===== src/rtl/shift_arb_pkg.sv =====
// Shared definitions for shift_arbiter: FSM state encoding, peripheral
// register-select codes and default timing parameters.
package shift_arb_pkg;

    // One state per bus phase of a peripheral job.
    typedef enum logic [2:0] {
        ST_IDLE    = 3'd0,
        ST_WR_INFO = 3'd1,
        ST_WR_ORIG = 3'd2,
        ST_KICK    = 3'd3,
        ST_WAIT    = 3'd4,
        ST_RD_RES  = 3'd5,
        ST_DONE    = 3'd6
    } state_t;

    // Peripheral register map.
    localparam logic [1:0] REG_INFO   = 2'b00;
    localparam logic [1:0] REG_ORIG   = 2'b01;
    localparam logic [1:0] REG_RESULT = 2'b10;
    localparam logic [1:0] REG_KICK   = 2'b11;

    // Default WAIT length: 15 worst-case shifts plus margin.
    localparam int WAIT_CYC_DEF = 18;
    localparam int CNT_W_DEF    = 5;

endpackage


===== src/rtl/rr_arbiter2.sv =====
// Two-request round-robin arbiter. Grant is combinational and one-hot;
// the last-served pointer moves only when the grant is accepted.
module rr_arbiter2 (
    input  logic       clk,
    input  logic       reset,
    input  logic [1:0] req,
    input  logic       accept,
    output logic [1:0] gnt
);

    // 0: port 0 served last, 1: port 1 served last.
    logic last_q;

    // Grant the lone requester, or on a tie the port not served last.
    // NOTE: every signal written in always_comb gets a default first so no latch is inferred.
    always_comb begin
        gnt = 2'b00;
        if (req == 2'b11) begin
            gnt = last_q ? 2'b01 : 2'b10;
        end else begin
            gnt = req;
        end
    end

    // Remember which port was granted; reset as if port 1 went last so port 0 wins the first tie.
    // NOTE: async reset in the sensitivity list, and sequential state uses non-blocking assignments only.
    always_ff @(posedge clk or posedge reset) begin
        if (reset) begin
            last_q <= 1'b1;
        end else if (accept && (gnt != 2'b00)) begin
            last_q <= gnt[1];
        end
    end

endmodule


===== src/rtl/shift_arbiter.sv =====
// shift_arbiter: shares the memory-mapped shift peripheral between two
// requesters. Each job runs WR_INFO, WR_ORIG, KICK, WAIT, RD_RES, DONE on
// the peripheral bus and returns the result with a one-cycle done pulse.
// Optional build macro SHIFT_ARB_STATS_EN adds per-port 16-bit job counters
// (jobs0_cnt/jobs1_cnt).
module shift_arbiter
    import shift_arb_pkg::*;
#(
    parameter int WAIT_CYC = WAIT_CYC_DEF,
    parameter int CNT_W    = CNT_W_DEF
) (
    input  logic        clk,
    input  logic        reset,
    input  logic        req0,
    input  logic        req1,
    input  logic [15:0] info0,
    input  logic [15:0] info1,
    input  logic [15:0] val0,
    input  logic [15:0] val1,
    output logic        done0,
    output logic        done1,
    output logic [15:0] rsp_data,
    output logic        busy,
    output logic [1:0]  sh_reg_sel,
    output logic [15:0] sh_wdata,
    output logic        sh_cs,
    output logic        sh_we,
    input  logic [15:0] sh_rdata
`ifdef SHIFT_ARB_STATS_EN
    ,
    output logic [15:0] jobs0_cnt,
    output logic [15:0] jobs1_cnt
`endif
);

    state_t             state_q;
    logic               port_q;     // granted port of the job in flight
    logic [15:0]        val_q;      // operand latched at grant
    logic [CNT_W-1:0]   cnt_q;      // WAIT down-counter
    logic               cs_q;
    logic               we_q;
    logic [1:0]         sel_q;
    logic [15:0]        wdata_q;
    logic [15:0]        rsp_q;
    logic               done0_q;
    logic               done1_q;
    logic               busy_q;

    logic [1:0]         gnt;
    logic               accept;

    assign accept = (state_q == ST_IDLE) && (req0 || req1);

    rr_arbiter2 u_rr (
        .clk    (clk),
        .reset  (reset),
        .req    ({req1, req0}),
        .accept (accept),
        .gnt    (gnt)
    );

    // Job FSM: each arm picks the next state and registers the bus/handshake outputs for it.
    always_ff @(posedge clk or posedge reset) begin
        if (reset) begin
            state_q <= ST_IDLE;
            port_q  <= 1'b0;
            val_q   <= '0;
            cnt_q   <= '0;
            cs_q    <= 1'b0;
            we_q    <= 1'b0;
            sel_q   <= REG_RESULT;
            wdata_q <= '0;
            rsp_q   <= '0;
            done0_q <= 1'b0;
            done1_q <= 1'b0;
            busy_q  <= 1'b0;
        end else begin
            done0_q <= 1'b0;
            done1_q <= 1'b0;
            case (state_q)
                ST_IDLE: begin
                    if (accept) begin
                        port_q  <= gnt[1];
                        val_q   <= gnt[1] ? val1 : val0;
                        wdata_q <= gnt[1] ? info1 : info0;
                        cs_q    <= 1'b1;
                        we_q    <= 1'b1;
                        sel_q   <= REG_INFO;
                        busy_q  <= 1'b1;
                        state_q <= ST_WR_INFO;
                    end
                end
                ST_WR_INFO: begin
                    sel_q   <= REG_ORIG;
                    wdata_q <= val_q;
                    state_q <= ST_WR_ORIG;
                end
                ST_WR_ORIG: begin
                    we_q    <= 1'b0;
                    sel_q   <= REG_KICK;
                    cnt_q   <= CNT_W'(WAIT_CYC - 1);
                    state_q <= ST_KICK;
                end
                ST_KICK: begin
                    // cs stays high: the peripheral holds its last decode while deselected.
                    sel_q   <= REG_RESULT;
                    state_q <= ST_WAIT;
                end
                ST_WAIT: begin
                    if (cnt_q == '0) begin
                        state_q <= ST_RD_RES;
                    end else begin
                        cnt_q <= cnt_q - 1'b1;
                    end
                end
                ST_RD_RES: begin
                    rsp_q   <= sh_rdata;
                    cs_q    <= 1'b0;
                    done0_q <= ~port_q;
                    done1_q <= port_q;
                    state_q <= ST_DONE;
                end
                ST_DONE: begin
                    busy_q  <= 1'b0;
                    state_q <= ST_IDLE;
                end
                default: begin
                    cs_q    <= 1'b0;
                    we_q    <= 1'b0;
                    sel_q   <= REG_RESULT;
                    busy_q  <= 1'b0;
                    state_q <= ST_IDLE;
                end
            endcase
        end
    end

    assign done0      = done0_q;
    assign done1      = done1_q;
    assign rsp_data   = rsp_q;
    assign busy       = busy_q;
    assign sh_reg_sel = sel_q;
    assign sh_wdata   = wdata_q;
    assign sh_cs      = cs_q;
    assign sh_we      = we_q;

`ifdef SHIFT_ARB_STATS_EN
    logic [15:0] jobs0_q;
    logic [15:0] jobs1_q;

    // Count completed jobs per port; bumps on the edge that raises the done pulse, wraps naturally.
    always_ff @(posedge clk or posedge reset) begin
        if (reset) begin
            jobs0_q <= '0;
            jobs1_q <= '0;
        end else if (state_q == ST_RD_RES) begin
            if (port_q) begin
                jobs1_q <= jobs1_q + 16'd1;
            end else begin
                jobs0_q <= jobs0_q + 16'd1;
            end
        end
    end

    assign jobs0_cnt = jobs0_q;
    assign jobs1_cnt = jobs1_q;
`endif

endmodule


===== config.mk =====
export PLATFORM = sky130hd
export DESIGN_NAME = shift_arbiter
export DESIGN_NICKNAME = d
export VERILOG_FILES = /design/src/rtl/shift_arb_pkg.sv /design/src/rtl/rr_arbiter2.sv /design/src/rtl/shift_arbiter.sv
export SDC_FILE = /design/constraint.sdc
export NUM_CORES = 1
export LEC_CHECK = 0
export CAP_MARGIN = 10
export CELL_PAD_IN_SITES_DETAIL_PLACEMENT = 2
export CELL_PAD_IN_SITES_GLOBAL_PLACEMENT = 2
export CORE_MARGIN = 8
export CORE_UTILIZATION = 26
export DETAILED_ROUTE_END_ITERATION = 10
export PLACE_DENSITY = 0.77
export SLEW_MARGIN = 10
export SYNTH_ARGS = -nofsm -noshare
export SYNTH_HDL_FRONTEND = slang
export SYNTH_SLANG_ARGS = --single-unit

===== constraint.sdc =====
create_clock -name clk -period 2.4 [get_ports clk]
set_clock_uncertainty 0.1 [all_clocks]
set_input_delay 0.48 -clock clk [delete_from_list [all_inputs] [get_ports clk]]
set_output_delay 0.48 -clock clk [all_outputs]
set_load 0.03 [all_outputs]

# After elaboration in Yosys (flattened, before gate mapping)

Cells that the tools add are included.
W data, S select, Z words.

Register bits after elaboration: 65
Bits in latches: 0
Bits in writable memories: 0
Memory bits (read-only): 0
Bits of input ports: 84
Output and inout bits: 39
Logic and storage cells: 68
Memories: 0

Add/subtract/negate cells: 1
Multiply operators: 0
Div/mod/pow operators: 0
$lt $le $gt $ge: 0
Equality and inequality tests: 10
Shifts and indexed selects: 0
Mux-type cells: 19
Bitwise logic cells: 5
Reductions and logical operators: 20

Operators by type and width:

| cell                  | number |
|---|---|
| $mux W16              | 3 |
| $pmux W16 S2          | 1 |
| $pmux W3 S6           | 1 |
| $reduce_and A2 Y1     | 8 |
| $reduce_or A5 Y1      | 3 |
| $pmux W5 S2           | 1 |
| $eq A3 B3 Y1 const B  | 3 |
| $pmux W2 S4           | 1 |
| $eq A3 B2 Y1 const B  | 2 |
| $mux W2               | 3 |
| $mux W3               | 2 |
| $pmux W1 S2           | 3 |
| $reduce_bool A2 Y1    | 3 |
| $logic_not A5 Y1      | 1 |
| $mux W5               | 1 |
| $not A1 Y1            | 5 |
| $sub A5 B1 Y5 const B | 1 |
| $ne A2 B2 Y1 const B  | 2 |
| $eq A3 B1 Y1 const B  | 1 |
| $logic_not A3 Y1      | 1 |
| $mux W1               | 3 |
| $reduce_or A3 Y1      | 1 |
| $eq A2 B2 Y1 const B  | 1 |
| $logic_and A1 B1 Y1   | 2 |
| other kinds (2)       | 2 |

# Depth between registers and ports, before layout

Depth after elaboration: 5
Gate-level depth with buffers: 6
Mapped depth without buffers: 6

# Hierarchy

From an unflattened synthesis, not the netlist that was laid out.

Cell total of the unflattened synthesis: 305
Area, all modules: 3285.7 µm²

Modules (own cells, without submodules):

| module        | times used | cells each | area an instance (µm²) | seq. area each (µm²) |
|---|---|---|---|---|
| shift_arbiter | 1          | 298        | 3225.6                 | 1602.8 |
| rr_arbiter2   | 1          | 7          | 60.1                   | 26.3 |

# Least setup slack after synthesis

No wires, ideal clock.

Path type: register to register
From: register cnt_q[0]
To: register cnt_q[1]
Library setup time: 0.135 ns
Arrival time: 1.436 ns
Data required time: 2.165 ns
Setup slack: 0.729 ns
Stages on the path, launching flop included: 7
Cell sequence: dfrtp_1 > inv_1 > ha_1 > or4b_4 > and2_4 > nand3b_1 > o311ai_1

Word-level cells in the longest chain between the ends: 3
Elaborated cells between the ends (all ways): 6

RTL lines:

| element                                                  | RTL line                                   | text |
|---|---|---|
| start, declared                                          | shift_arbiter.sv:39                        | `logic [CNT_W-1:0] cnt_q;` |
| start signal, assigned                                   | shift_arbiter.sv:101                       | `cnt_q <= CNT_W'(WAIT_CYC - 1);` |
| start signal, assigned                                   | shift_arbiter.sv:113                       | `cnt_q <= cnt_q - 1'b1;` |
| $sub A5 B1 Y5 / $logic_not A5 Y1 (equally long branches) | shift_arbiter.sv:113, shift_arbiter.sv:110 |  |
| $mux W5 / $ne A2 B2 Y1 (equally long branches)           | -                                          |  |
| $pmux W5 S2 / $reduce_and A2 Y1 (equally long branches)  | -                                          |  |

Several ways; a longest one is shown, not always the timed one. The select of a mux whose other input is x is not followed.
A chain may end at the register's enable or synchronous reset.

# Worst setup path in the final report

From: register sel_q[1], in the netlist sh_reg_sel[1]
To: output sh_reg_sel[1]

RTL lines:

| element                | RTL line            | text |
|---|---|---|
| start, declared        | shift_arbiter.sv:42 | `logic [1:0] sel_q;` |
| start signal, assigned | shift_arbiter.sv:71 | `sel_q <= REG_RESULT;` |
| start signal, assigned | shift_arbiter.sv:88 | `sel_q <= REG_INFO;` |
| start signal, assigned | shift_arbiter.sv:94 | `sel_q <= REG_ORIG;` |
| end, declared          | shift_arbiter.sv:24 | `output logic [1:0] sh_reg_sel,` |

No word-level cell between the ends.

==> reports/metrics.cfg <==
[status]
status = finished clean

[timing]
rsz0062_at_grt = no
finalSetupViolations = 0
tns_ps = 0
min_period_over_period_pct = 87.5
fmax_mhz = 476
hold_viol = 0
tightest_slew_ps = 465
slew_viol_final = 0
fin_crit_ps = 2100
maxSlewHeadroom_pct = 69.0

[logic_synthesis]
syn_inst = 272
ys_types = 44
yosys-top-cells-area = dfrtp_1, mux2i_1, o21ai_0
synth_top_area_cell = dfrtp_1
async_reset_ff_share_pct = 100
syn-num-nets = 360
ys_seq_area_share_pct = 52.6
synth_edf_count = 0
synth.most_common_cell = dfrtp_1
synth_top_flop_cell = dfrtp_1
postSynthAreaPerCell_sq_um = 11.4
synth_area_sq_mm = 0.00309
ys_ff_latch = 65
yosysTopAreaCellShare_pct = 51.0
ys_warn_count = 0
synthTopCellsByCount = dfrtp_1, o21ai_0, mux2i_1

[worst_setup_path]
cp.arrival_ps = 1520
crit_family = buffers and inverters
critPathMaxStageDelay_ps = 670
path_depth = 1
end_kind = primary output
crit_buf_inv = 1
worstPathCellList = clkdlybuf4s50_1
critPathMaxFanout = 2
crit_path_top_delay_cell = clkdlybuf4s50_1
r2r_cells = 6
path_class = reg2out
startpoint_type = flip-flop
required_ps = 1820

[clock_tree]
cts_made_buffers = 9
clock_path_buffers = 2
cts_setup_buffers = 0
cts_tree = built
h-tree-depth = 3
clock_sinks = 65
ctsResizeCount = 0
cts_root_buf = clkbuf_16
cts.clk_slew.worst_paths_ps = 60
insertion_delay_ps = 320
ctsHoldBuffers = 0

[finish]
syn2layout_area_growth_pct = 55.2
antenna_cells = 0
drive_above_1_share_pct = 15.1
stdcell_area_sq_mm = 0.00480
nNetsFinal = 487

[global_route]
grt_pass1_vias = 3209
grt_usage_pct = 13.9
grt_max_degree = 66
antenna_found_initial = 0
grt-ovfl-total = 0
grt_pass1_wl_microns = 17400

[power_and_ir_drop]
peakVddDrop_mv = 0.368
powerDensity_mw_per_mm2 = 1350
p_leak_nw = 2.03

[placed_design]
routabilityCongestion = 0.725
port_buffers = 122
post-dp-hpwl_microns = 8000
placed_cell_area_sq_mm = 0.00450

[flow_run]
max_cap_viol_count = 0

[drt]
drt-initial-drc-count = 63
drt-pass1-iter-count = 3
route.vias.total = 2642
viasPerCell = 4.79
ant_nets = 0
drc = 0
route.detailed.wl_per_inst_microns = 19.2
wl_microns = 10600

[die]
num_io_pins = 123
floorplan.rows = 40
die_height_microns = 125
core_sq_mm = 0.0118
start_util_pct = 26.2
dieArea_sq_mm = 0.0156
dieWidth_microns = 125

[hold_path]
hold_class = reg2reg
whs_path_depth = 1

layer usage:
metal  global-route usage [%]  up-vias  wire [microns]
met5                        0        -               0
li1                         -     1235               -
met4                     4.08        0             131
met2                     26.1       73            5790
met3                     4.67        9             608
met1                     14.4     1325            4080
registers in the layout, summed over array words and instances, names as in the netlist, 2 cells and up:
name        count
sh_wdata       16
rsp_data       16
val_q          16
sh_reg_sel      2
cnt_q           5
state_q         3
report_power, final:
group	switching, mW	leakage [nW]	internal (mW)	total [mW]
sequential	0.370	0.791	1.64	2.01
combinational	1.78	1.09	1.37	3.15
clock	0.482	0.142	0.828	1.31
total	2.63	2.03	3.84	6.48
cell usage in the layout, fill, tap and decap left out, types with 3 or more instances in the layout:
| master | n |
|---|---|
| buf_4 | 9 |
| clkbuf_16 | 9 |
| ha_1 | 4 |
| inv_1 | 6 |
| nor2_2 | 3 |
| nand3_1 | 4 |
| clkdlybuf4s50_1 | 122 |
| mux2i_1 | 33 |
| dfrtp_1 | 63 |
| a21oi_1 | 4 |
| nor2_1 | 5 |
| a22oi_1 | 17 |
| o21ai_0 | 41 |
| nand2_1 | 21 |
| mux2_2 | 18 |
path summary, 6_finish.rpt:
path | startpoint | end | slack (ps)
max reg2reg | state_q[1] | sh_wdata[8] | 390
min reg2reg | port_q | done0 | 390
min | port_q | done0 | 390
max | sh_reg_sel[1] | sh_reg_sel[1] | 300
min in group asynchronous | reset | rsp_data[6] | 470
max in group asynchronous | reset | u_rr.last_q | 1390
cells by family after synthesis:
logic type,share of synthesized area (%)
AOI/OAI and AO/OA,15.7
muxes,17.2
buffers and inverters,4.69
and+or+nand+nor,8.13
adders and majority gates,1.62
DFF,52.6
metrics by stage:
step,total power [mW],hold slack [ps],std cells,util (%),setup WS [ps]
after CTS,6.61,387,551,40.6,266
after detailed placement,5.24,375,535,38.1,45.5
after global placement,5.04,361,535,38.1,176
after global routing,6.91,400,551,40.6,209
after floorplan,3.87,311,272,-,197
final,6.48,385,551,40.6,299
layout make-up:
| type | count | area (sq um) |
|---|---|---|
| Timing Repair Buffer | 133 | 1330 |
| Sequential cell | 65 | 1630 |
| Multi-Input combinational cell | 182 | 1330 |
| Fill cell | 1228 | 7010 |
| Clock buffer | 11 | 243 |
| Tap cell | 147 | 184 |
| Inverter | 8 | 30.0 |
| Clock inverter | 5 | 55.1 |
Note: power is estimated with default switching activity, not from simulation.
